===== src/rtl/alu_pkg.sv =====
// Shared encodings for the EX-stage multi-cycle divide unit: operand width,
// divide SELECT codes and the sequencer state encoding.
package alu_pkg;

  localparam int XLEN      = 32;
  localparam int CNT_W     = 5;
  localparam int DIV_ITERS = 32;

  localparam logic [4:0] SEL_DIV  = 5'b01100;
  localparam logic [4:0] SEL_DIVU = 5'b01101;
  localparam logic [4:0] SEL_REM  = 5'b01110;
  localparam logic [4:0] SEL_REMU = 5'b01111;

  typedef enum logic [1:0] {
    ST_IDLE = 2'd0,
    ST_CALC = 2'd1,
    ST_FIX  = 2'd2,
    ST_DONE = 2'd3
  } div_state_e;

  // All four divide ops share the 011xx prefix: bit1 selects remainder, bit0 unsigned.
  function automatic logic is_div_sel(input logic [4:0] sel);
    return sel[4:2] == 3'b011;
  endfunction

endpackage


===== src/rtl/div_step.sv =====
// One restoring shift-subtract iteration on {rem, quo}; purely combinational.
// Requires rem_i < dvsr_i on entry, which keeps the trial difference within W+1 bits.
module div_step #(
  parameter int W = 32
) (
  input  logic [W-1:0] rem_i,
  input  logic [W-1:0] quo_i,
  input  logic [W-1:0] dvsr_i,
  output logic [W-1:0] rem_o,
  output logic [W-1:0] quo_o
);

  logic [W:0] rem_sh;
  logic [W:0] diff;

  assign rem_sh = {rem_i, quo_i[W-1]};
  assign diff   = rem_sh - {1'b0, dvsr_i};

  // A set top bit of the difference means the trial subtract went negative.
  always_comb begin
    if (diff[W]) begin
      rem_o = rem_sh[W-1:0];
      quo_o = {quo_i[W-2:0], 1'b0};
    end else begin
      rem_o = diff[W-1:0];
      quo_o = {quo_i[W-2:0], 1'b1};
    end
  end

endmodule


===== src/rtl/div_sequencer.sv =====
// RV32M DIV/DIVU/REM/REMU sequencer: 32 CALC clocks + FIX + one-cycle DONE pulse,
// holding STALL high until the result is ready; zero-divisor/overflow finish at acceptance.
module div_sequencer
  import alu_pkg::*;
#(
  parameter int XLEN  = alu_pkg::XLEN,
  parameter int CNT_W = alu_pkg::CNT_W
) (
  input  logic            CLK,
  input  logic            RESET,
  input  logic            START,
  input  logic [4:0]      SELECT,
  input  logic [XLEN-1:0] DATA1,
  input  logic [XLEN-1:0] DATA2,
  input  logic            FLUSH,
  output logic            STALL,
  output logic            BUSY,
  output logic            DONE,
  output logic [XLEN-1:0] RESULT
);

  localparam logic [XLEN-1:0] INT_MIN = {1'b1, {(XLEN-1){1'b0}}};
  localparam logic [XLEN-1:0] ALL_ONE = {XLEN{1'b1}};

  div_state_e      state_q, state_d;
  logic [CNT_W-1:0] cnt_q, cnt_d;
  logic [XLEN-1:0] rem_q, rem_d;
  logic [XLEN-1:0] quo_q, quo_d;
  logic [XLEN-1:0] dvsr_q, dvsr_d;
  logic [XLEN-1:0] result_q, result_d;
  logic            neg_quo_q, neg_quo_d;
  logic            neg_rem_q, neg_rem_d;
  logic            is_rem_q, is_rem_d;

  logic            op_rem;
  logic            op_signed;
  logic            accept;
  logic [XLEN-1:0] mag1;
  logic [XLEN-1:0] mag2;
  logic [XLEN-1:0] step_rem;
  logic [XLEN-1:0] step_quo;
  logic [XLEN-1:0] quo_fix;
  logic [XLEN-1:0] rem_fix;

  assign op_rem    = SELECT[1];
  assign op_signed = ~SELECT[0];
  assign accept    = (state_q == ST_IDLE) && START && is_div_sel(SELECT) && !FLUSH;

  assign mag1 = (op_signed && DATA1[XLEN-1]) ? -DATA1 : DATA1;
  assign mag2 = (op_signed && DATA2[XLEN-1]) ? -DATA2 : DATA2;

  assign quo_fix = neg_quo_q ? -quo_q : quo_q;
  assign rem_fix = neg_rem_q ? -rem_q : rem_q;

  div_step #(.W(XLEN)) u_step (
    .rem_i  (rem_q),
    .quo_i  (quo_q),
    .dvsr_i (dvsr_q),
    .rem_o  (step_rem),
    .quo_o  (step_quo)
  );

  always_comb begin
    state_d   = state_q;
    cnt_d     = cnt_q;
    rem_d     = rem_q;
    quo_d     = quo_q;
    dvsr_d    = dvsr_q;
    result_d  = result_q;
    neg_quo_d = neg_quo_q;
    neg_rem_d = neg_rem_q;
    is_rem_d  = is_rem_q;
    STALL     = 1'b0;

    unique case (state_q)
      ST_IDLE: begin
        if (accept) begin
          STALL = 1'b1;
          if (DATA2 == '0) begin
            result_d = op_rem ? DATA1 : ALL_ONE;
            state_d  = ST_DONE;
          end else if (op_signed && DATA1 == INT_MIN && DATA2 == ALL_ONE) begin
            result_d = op_rem ? '0 : INT_MIN;
            state_d  = ST_DONE;
          end else begin
            // Quotient register starts holding the dividend; it shifts out into rem.
            quo_d     = mag1;
            dvsr_d    = mag2;
            rem_d     = '0;
            cnt_d     = '0;
            neg_quo_d = op_signed && (DATA1[XLEN-1] ^ DATA2[XLEN-1]);
            neg_rem_d = op_signed && DATA1[XLEN-1];
            is_rem_d  = op_rem;
            state_d   = ST_CALC;
          end
        end
      end
      ST_CALC: begin
        STALL = 1'b1;
        rem_d = step_rem;
        quo_d = step_quo;
        cnt_d = cnt_q + 1'b1;
        if (cnt_q == CNT_W'(XLEN - 1)) begin
          state_d = ST_FIX;
        end
      end
      ST_FIX: begin
        STALL    = 1'b1;
        result_d = is_rem_q ? rem_fix : quo_fix;
        state_d  = ST_DONE;
      end
      ST_DONE: begin
        state_d = ST_IDLE;
      end
      default: begin
        state_d = ST_IDLE;
      end
    endcase

    // A flushed op never completes and never touches RESULT.
    if (FLUSH && state_q != ST_IDLE) begin
      state_d  = ST_IDLE;
      cnt_d    = '0;
      result_d = result_q;
    end
  end

  always_ff @(posedge CLK) begin
    if (!RESET) begin
      state_q   <= ST_IDLE;
      cnt_q     <= '0;
      rem_q     <= '0;
      quo_q     <= '0;
      dvsr_q    <= '0;
      result_q  <= '0;
      neg_quo_q <= 1'b0;
      neg_rem_q <= 1'b0;
      is_rem_q  <= 1'b0;
    end else begin
      state_q   <= state_d;
      cnt_q     <= cnt_d;
      rem_q     <= rem_d;
      quo_q     <= quo_d;
      dvsr_q    <= dvsr_d;
      result_q  <= result_d;
      neg_quo_q <= neg_quo_d;
      neg_rem_q <= neg_rem_d;
      is_rem_q  <= is_rem_d;
    end
  end

  assign BUSY   = (state_q != ST_IDLE);
  assign DONE   = (state_q == ST_DONE);
  assign RESULT = result_q;

endmodule


===== config.mk =====
export PLATFORM = sky130hd
export DESIGN_NAME = div_sequencer
export DESIGN_NICKNAME = d
export VERILOG_FILES = /design/src/rtl/alu_pkg.sv /design/src/rtl/div_step.sv /design/src/rtl/div_sequencer.sv
export SDC_FILE = /design/constraint.sdc
export NUM_CORES = 1
export LEC_CHECK = 0
export BUFFER_PORTS_ARGS = -buffer_cell sky130_fd_sc_hd__buf_2
export CORE_ASPECT_RATIO = 1.75
export CORE_UTILIZATION = 50
export CTS_BUF_LIST = sky130_fd_sc_hd__clkbuf_16
export DETAILED_ROUTE_END_ITERATION = 8
export PLACE_DENSITY = 0.68
export RECOVER_POWER = 100
export SYNTH_ARGS = -nofsm -noshare
export SYNTH_HDL_FRONTEND = slang
export SYNTH_SLANG_ARGS = --single-unit

===== constraint.sdc =====
create_clock -name CLK -period 5.1 [get_ports CLK]
set_input_delay 1.02 -clock CLK [delete_from_list [all_inputs] [get_ports CLK]]
set_output_delay 1.02 -clock CLK [all_outputs]
set_load 0.02 [all_outputs]

==> results of run 1 <==
## registers in the layout (all words and copies together) (netlist names)
name and flops:
quo_q 32, dvsr_q 32, RESULT 32, rem_q 32
state_q 2, neg_rem_q 1, neg_quo_q 1, cnt_q 5
is_rem_q 1
## path summary, 6_finish.rpt
| kind | from | end | slack, ns | depth (start not counted) |
|---|---|---|---|---|
| setup / recovery | RESET | quo_q[10] | 0.88 | 4 |
| hold / removal | cnt_q[4] | cnt_q[4] | 0.46 | 2 |
| setup reg to reg | quo_q[31] | rem_q[8] | 1.21 | 13 |
| hold reg to reg | cnt_q[4] | cnt_q[4] | 0.46 | 2 |
## through the flow
step | hold slack [ns] | area, um2
finish | 0.4639 | 11590
floorplan | 0.4362 | 10310
global placement | 0.4368 | 11010
global route | 0.4945 | 11590
CTS | 0.4603 | 11670
detailed placement | 0.4516 | 11010
## cells in the final DEF, fill, tap and decap left out, drive strengths merged, types with 4 or more instances in the layout
cell,count
bufinv,6
a22o,6
nand3,25
a221oi,5
or4,17
a32oi,9
nand2b,18
a21o,16
nor2b,12
nor4,16
and2,10
o211ai,24
a22oi,14
a211oi,34
o21ai,118
and3,9
dfxtp,138
buf,87
o31ai,24
inv,60
nor3,22
o221ai,4
a31oi,22
a21oi,104
nor2,158
xor2,77
clkbuf,58
a32o,7
xnor2,66
ha,43
or3,15
nand4,12
nand2,135
or2,11
o41ai,14
o21a,4
o311ai,16
## power by group
| group | leakage, nW | internal (mW) | total (mW) | switching (mW) |
|---|---|---|---|---|
| logic | 2.89 | 0.217 | 0.592 | 0.375 |
| registers | 1.11 | 1.09 | 1.11 | 0.0160 |
| clock network | 0.323 | 0.909 | 1.39 | 0.484 |
| total | 4.33 | 2.22 | 3.09 | 0.875 |
## worst reg2reg max path, delay by kind of cell, from the launching register on
| kind | cells | cell delay (ns) |
|---|---|---|
| buf+inv | 3 | 0.57 |
| simple gates | 1 | 0.20 |
| flops | 1 | 0.41 |
| xor+xnor | 1 | 0.27 |
| compound gates | 6 | 1.74 |
| fa+ha+maj | 2 | 0.65 |
## layout make-up
type | instances | area, um2
tap | 248 | 310.3
clock buffer | 17 | 425.4
clock inverter | 15 | 232.7
fill | 1955 | 8696
inverter | 57 | 214.0
sequential | 138 | 2763
timing repair buffer | 128 | 644.4
multi-input combinational | 1112 | 7003
## kinds of logic (layout without fill, tap and decap cells)
group | after synthesis | in the layout | synth area share (%)
and+or+nand+nor | 471 | 471 | 21.58
xor gates and xnor gates | 143 | 143 | 12.15
DFF | 138 | 138 | 26.80
AOI/OAI and AO/OA | 451 | 451 | 28.42
muxes | 3 | 3 | 0.2913
adders and majority gates | 44 | 44 | 5.413
buffers and inverters | 139 | 217 | 5.352
## per-layer routing
| metal | track usage, % | wire (um) | up-vias |
|---|---|---|---|
| met5 | 0 | 0 | - |
| met4 | 17.18 | 1557 | 0 |
| met3 | 3.692 | 1546 | 113 |
| met2 | 53.68 | 15890 | 404 |
| met1 | 31.33 | 11990 | 4806 |
| li1 | - | - | 5163 |
==> run summary, run 1 <==
vias in the first global route: 9922
Fin Setup TNS: 0 ns
Tightest Pin Transition: 1.798 ns
Fmax achieved: 237.2 MHz
Commonest cells post-synth: 158 x nor2_1, 138 x dfxtp_1, 135 x nand2_1
ANT cells: 0
Vias: 10486
Async SR Flop Fraction: 0%
crit end category: register
Hold Fails Final Rpt: 0
VDD IR-drop max: 179.6 uV
clock root buffer: clkbuf_16
total grt overflow: 0
final setup violation count: 0
worst hold path class: register to register
Post-CTS Setup Repair Bufs: 0
Die Wd: 110.6 um
DR iter-0 viols: 695
min Tclk post-route: 4.216 ns
Yosys warning total: 0
Skew-Pair Late Insertion Delay: 0.43 ns
final net count: 1571
WL/cell: 18.07 um
residual DRC count: 0
Clock transition at path regs: 0.06 ns
Syn Std Cell Area: 10310 um2
final core utilization: 57.14%
syn_area_per_cell: 7.423 um2
die area: 21220 um2
Initial Util: 50.82%
Final period util: 82.67%
gr usage total: 28.98%
hpwl dp: 23.28 mm
synth top area cells: dfxtp_1 27%, xor2_1 6.5%, nor2_1 5.8%, o21ai_0 5.7%, xnor2_1 5.6%
final std cells w/o fill: 1715
RSZ-0062 raised after global routing: no
slowest CP cell: inv_1
CP arrival: 4.43 ns
ANT nets after route: 0
initial antenna violation count: 0
hold_buf cts: 0
CTS buffer count: 17
first-pass GRT wire length: 49.49 mm
Main synth FF type: dfxtp_1
Top delay family on crit path: buffers and inverters
cells after synthesis: 1389
count leader, synth: nor2_1
Synth top area share: 26.80%
number of enable flip-flop cells after synthesis: 0
critical-path cell list: clkbuf_1 -> inv_1 -> clkbuf_1 -> a2111oi_0
CTS tree: done
Slew Limit Fails: 91
Post-Place Setup Slack: 0.7675 ns
critical path fanouts, max: 54
Slew HR: -19.98%
Setup WS post-layout: 0.8839 ns
placed cells: 1683
CTS max path bufs: 2
largest area contributor in the netlist: dfxtp_1
cell mode on critical path: clkbuf_1
area of the core: 20290 um2
clk sinks: 138
post-synthesis sequential area ratio: 26.80%
drt via density: 6.114
Leak: 4.326 nW
class of the most critical setup path: primary input to register
RePlAce Congestion: 0.9432
Ports: 108
routed wire length: 30.99 mm
crit path buf inv count: 3
type of origin of the critical path: primary input
Worst Clk Skew: 0.01247 ns
Yosys reg bits: 138
Distinct cells, synth: 73
status: finished, violations left
H-tree Lvls: 4
Area Growth Syn to Fin: 12.44%
layout cells sized above 1: 9.407%
Tot Pwr: 3.094 mW
max-cap viol count: 2
CP max stage delay: 1.46 ns
Worst Path Required: 5.32 ns
1st-pass router iterations: 5
Rows: 69
pwr dens: 266.9 nW/um2
die height: 192.0 um
failing checks: capacitance limit, slew limit
Post-CTS Resized: 0
Post-Syn Nets: 1506
# port buffers: 107
pin count of the biggest net entering global routing: 68
Note: power is estimated with default switching activity, not from simulation.
==> run 2, diff against run 1 <==
--- a/config.mk
+++ b/config.mk
@@ -10,7 +10,7 @@
 export CORE_UTILIZATION = 50
 export CTS_BUF_LIST = sky130_fd_sc_hd__clkbuf_16
 export DETAILED_ROUTE_END_ITERATION = 8
-export PLACE_DENSITY = 0.68
+export PLACE_DENSITY = 0.71
 export RECOVER_POWER = 100
 export SYNTH_ARGS = -nofsm -noshare
 export SYNTH_HDL_FRONTEND = slang
==> constraint.sdc (replaced) <==
create_clock -name CLK -period 3.6 [get_ports CLK]
set_input_delay 0.72 -clock CLK [delete_from_list [all_inputs] [get_ports CLK]]
set_output_delay 0.72 -clock CLK [all_outputs]
set_load 0.02 [all_outputs]
==> run summary, run 2 (synthesized netlist as in run 1, its figures left out) <==
final setup violation count: 0
final std cells w/o fill: 1761
Worst Path Required: 3.95 ns
first-pass GRT wire length: 50.91 mm
sequential power share: 36.7%
1st-pass router iterations: 5
Sw Share: 29.02%
routed wire length: 31.19 mm
Post-Place Setup Slack: -0.02479 ns
die height: 192.0 um
Clk pwr share: 42.2%
initial antenna violation count: 0
crit end category: register
pwr dens: 359.6 nW/um2
residual DRC count: 0
min Tclk post-route: 3.455 ns
Rows: 69
Setup WS post-layout: 0.1451 ns
RSZ-0062 raised after global routing: no
CTS buffer count: 17
Ports: 108
gr usage total: 29.74%
class of the most critical setup path: primary input to register
max-cap viol count: 0
dpl cell area: 11440 um2
pin count of the biggest net entering global routing: 66
status: finished clean
Fmax achieved: 289.4 MHz
Tightest Pin Transition: 0.9924 ns
Skew-Pair Late Insertion Delay: 0.43 ns
critical path fanouts, max: 13
die area: 21220 um2
Leak: 4.537 nW
Post-CTS Setup Repair Bufs: 0
placed cells: 1732
fin area: 11900 um2
cell mode on critical path: or4_1
Reg-to-Reg Start: rem_q[8]
Vias: 10800
CP max stage delay: 0.62 ns
type of origin of the critical path: primary input
Die Wd: 110.6 um
clk sinks: 138
layout cells sized above 1: 12.03%
area of the core: 20290 um2
Final period util: 95.97%
total grt overflow: 0
most common cell after layout, fill and taps aside: nor2_1
Initial Util: 50.82%
Post-CTS Resized: 0
CP startpoint: DATA1[21]
CP arrival: 3.80 ns
H-tree Lvls: 4
ANT nets after route: 0
most frequent cells in the layout: 157 x nor2_1, 138 x dfxtp_1, 135 x nand2_1
Slew Limit Fails: 0
VDD IR-drop max: 365.3 uV
Tot Pwr: 4.280 mW
clock root buffer: clkbuf_16
worst hold path class: register to register
CTS tree: done
Hold Fails Final Rpt: 0
Sw Pwr: 1.242 mW
drt via density: 6.133
final core utilization: 58.66%
Comb pwr share: 21.0%
worst min-delay path startpoint: cnt_q[4]
Worst Clk Skew: 0.009886 ns
vias in the first global route: 10501
hold_buf cts: 0
critical-path cell list: clkbuf_1 -> or4_1 -> or4_1 -> nand4b_1 -> o21a_1 -> and2_0 -> nor2_1 -> buf_4 -> clkbuf_2 -> nand2_1 -> a21oi_1
Clock transition at path regs: 0.06 ns
Area Growth Syn to Fin: 15.44%
# port buffers: 107
RePlAce Congestion: 0.9662
slowest CP cell: or4_1
crit path buf inv count: 3
hpwl dp: 23.66 mm
final net count: 1620
ANT cells: 0
Pint: 3.038 mW
Slew HR: 33.74%
WL/cell: 17.71 um
Top delay family on crit path: simple AND/OR/NAND/NOR gates
CTS max path bufs: 2
DR iter-0 viols: 755
==> run 2: power by group through the flow <==
stage	Sequential (mW)	Combinational [mW]	Clock [mW]
3_3_place_gp	1.60	0.891	0
5_1_grt	1.57	0.985	1.88
2_1_floorplan	1.60	0.568	0
6_report	1.57	0.901	1.81
4_1_cts	1.57	0.905	1.82
3_5_place_dp	1.60	0.899	0
==> run 2: worst register-to-register path: cells and delay by family (launching register included) <==
kind             cells  cell delay, ns
AO/OA/AOI/OAI        3            0.70
XOR/XNOR             1            0.21
flip-flops           1            0.40
AND/OR/NAND/NOR      5            1.93
==> run 2: path summary, 6_finish.rpt <==
check,depth (start not counted),to,slack [ns]
setup reg to reg,9,RESULT[31],0.26
hold / removal,2,cnt_q[4],0.47
setup / recovery,11,quo_q[6],0.15
hold reg to reg,2,cnt_q[4],0.47
==> run 2: cell type report <==
class                      instances  area [um2]
tap                              248       310.3
sequential                       138        2763
clock buffer                      17       425.4
fill                            1975        8387
multi-input combinational       1112        7005
inverter                          57       214.0
timing repair buffer             177        1025
clock inverter                    12       158.9
==> run 2: through the flow <==
step / setup TNS (ns) / hold WS [ns]
floorplan: 0 / 0.4362
global placement: 0 / 0.4423
detailed placement: -0.02745 / 0.4562
CTS: 0 / 0.4639
global route: 0 / 0.4911
finish: 0 / 0.4665
==> run 2: per-layer routing <==
layer | wire length [um] | global-route usage, % | up-vias
met5 | 0 | 0 | -
met4 | 1617 | 16.97 | 0
met3 | 1648 | 4.292 | 120
met2 | 16010 | 55.78 | 406
met1 | 11920 | 31.50 | 5014
li1 | - | - | 5260
==> run 3, diff against run 2 <==
--- a/config.mk
+++ b/config.mk
@@ -10,7 +10,7 @@
 export CORE_UTILIZATION = 50
 export CTS_BUF_LIST = sky130_fd_sc_hd__clkbuf_16
 export DETAILED_ROUTE_END_ITERATION = 8
-export PLACE_DENSITY = 0.71
+export PLACE_DENSITY_LB_ADDON = 0.08
 export RECOVER_POWER = 100
 export SYNTH_ARGS = -nofsm -noshare
 export SYNTH_HDL_FRONTEND = slang
==> constraint.sdc (replaced) <==
create_clock -name CLK -period 3.6 [get_ports CLK]
set_input_delay 0.72 -clock CLK [delete_from_list [all_inputs] [get_ports CLK]]
set_output_delay 0.72 -clock CLK [all_outputs]
set_load 0.05 [all_outputs]
==> run summary, run 3 (synthesized netlist as in run 1, its figures left out) <==
routed wire length: 31.03 mm
Post-CTS Resized: 0
layout cells sized above 1: 11.76%
CP max stage delay: 0.59 ns
Worst Hold Path Cells: 1
CTS max path bufs: 2
# port buffers: 107
pwr dens: 344.4 nW/um2
fin area: 11890 um2
Worst Path Required: 3.98 ns
Slew HR: 41.52%
residual DRC count: 0
worst hold path class: register to register
final setup violation count: 0
most frequent cells in the layout: 157 x nor2_1, 138 x dfxtp_1, 135 x nand2_1
class of the most critical setup path: primary input to register
Die Wd: 110.6 um
Ports: 108
crit end category: register
ANT nets after route: 0
Leak: 4.539 nW
Global Route met2 Usage: 54.99%
RSZ-0062 raised after global routing: no
Clock transition at path regs: 0.06 ns
Hold Fails Final Rpt: 0
area of the core: 20290 um2
status: finished clean
WL/cell: 17.53 um
Initial Util: 50.82%
ANT cells: 0
H-tree Lvls: 4
Rows: 69
worst hold margin: 0.4491 ns
GR peak layer: met2
clk sinks: 138
Vias: 10586
total grt overflow: 0
cells on worst reg2reg path: 9
hold_buf cts: 0
die height: 192.0 um
vias in the first global route: 10210
critical-path cell list: clkbuf_1 -> or4_1 -> or4_1 -> nand4b_1 -> o21a_1 -> o21ai_0 -> buf_4 -> o211ai_1 -> a221oi_1 -> a21o_1
most common cell after layout, fill and taps aside: nor2_1
RePlAce Congestion: 0.9402
Reg-to-Reg Start: rem_q[8]
Slew Limit Fails: 0
slowest CP cell: or4_1
Worst Clk Skew: 0.01181 ns
Final period util: 95.87%
FF-to-FF End: RESULT[31]
met3 Resource Use GR: 3.440%
type of origin of the critical path: primary input
Worst Setup EP: RESULT[31]
Tightest Pin Transition: 0.8754 ns
Skew-Pair Late Insertion Delay: 0.44 ns
dpl cell area: 11520 um2
die area: 21220 um2
CTS tree: done
drt via density: 5.981
gr usage total: 29.21%
Area Growth Syn to Fin: 15.32%
final net count: 1631
DR iter-0 viols: 519
max-cap viol count: 0
cell mode on critical path: or4_1
clock root buffer: clkbuf_16
pin count of the biggest net entering global routing: 44
first-pass GRT wire length: 49.94 mm
CP arrival: 3.83 ns
CTS buffer count: 17
CP startpoint: DATA1[21]
R2R Setup Slk: 0.21 ns
GR Layer Usage met1: 31.26%
VDD IR-drop max: 373.6 uV
min Tclk post-route: 3.451 ns
initial antenna violation count: 0
1st-pass router iterations: 5
Fmax achieved: 289.8 MHz
hpwl dp: 24.37 mm
Post-CTS Setup Repair Bufs: 0
critical path fanouts, max: 4
[run 3: cell types whose count changed in the layout (fill, tap and decap cells not counted), moves of 2 or more]
cell       previous run  this run
clkbuf_1             43        49
clkbuf_2              5         3
clkinv_2              4         0
bufinv_16             4         2
buf_2                72        69
clkinv_1              2         6
buf_4                52        62
[run 3: worst min path at each step]
| stage | slack, ns | start | to |
|---|---|---|---|
| after global routing | 0.48 | cnt_q[4] | cnt_q[4] |
| final | 0.45 | RESULT[31] | RESULT[31] |
| after global placement | 0.43 | RESULT[31] | RESULT[31] |
| after floorplan | 0.44 | cnt_q[4] | cnt_q[4] |
| after CTS | 0.45 | RESULT[31] | RESULT[31] |
| after detailed placement | 0.44 | RESULT[31] | RESULT[31] |
[run 3: worst max-delay path, delay by kind of cell]
kind | cells | cell delay [ns]
AND/OR/NAND/NOR | 3 | 1.38
AO/OA/AOI/OAI | 5 | 1.38
buffers and inverters | 2 | 0.34
[run 3: layout make-up]
| class | instances | area, um2 |
|---|---|---|
| Multi-Input combinational cell | 1112 | 7002 |
| Inverter | 57 | 214.0 |
| Clock inverter | 10 | 90.09 |
| Sequential cell | 138 | 2763 |
| Fill cell | 1963 | 8399 |
| Clock buffer | 17 | 425.4 |
| Tap cell | 248 | 310.3 |
| Timing Repair Buffer | 188 | 1085 |
[run 3: routing by layer]
metal / share of wire (%) / routed length (um) / vias to the layer above
met2: 52 / 16180 / 315
met3: 3.9 / 1202 / 94
li1: - / - / 5278
met5: 0 / 0 / -
met4: 4.6 / 1421 / 0
met1: 39 / 12220 / 4899
[run 3: power by group]
| part | total, mW | switching [mW] | internal, mW |
|---|---|---|---|
| Combinational | 0.907 | 0.548 | 0.360 |
| Clock | 1.61 | 0.638 | 0.976 |
| Sequential | 1.57 | 0.0241 | 1.55 |
[run 3: stage by stage]
stage	cells	power, mW	utilization, %	setup TNS [ns]	setup WS (ns)
floorplan	1389	2.176	-	0	0.2632
global placement	1743	2.518	56.77	0	0.03705
detailed placement	1743	2.523	56.77	-0.04968	-0.04915
CTS	1770	4.130	59.32	0	0.2187
global route	1770	4.268	58.60	0	0.04715
finish	1770	4.094	58.60	0	0.1488
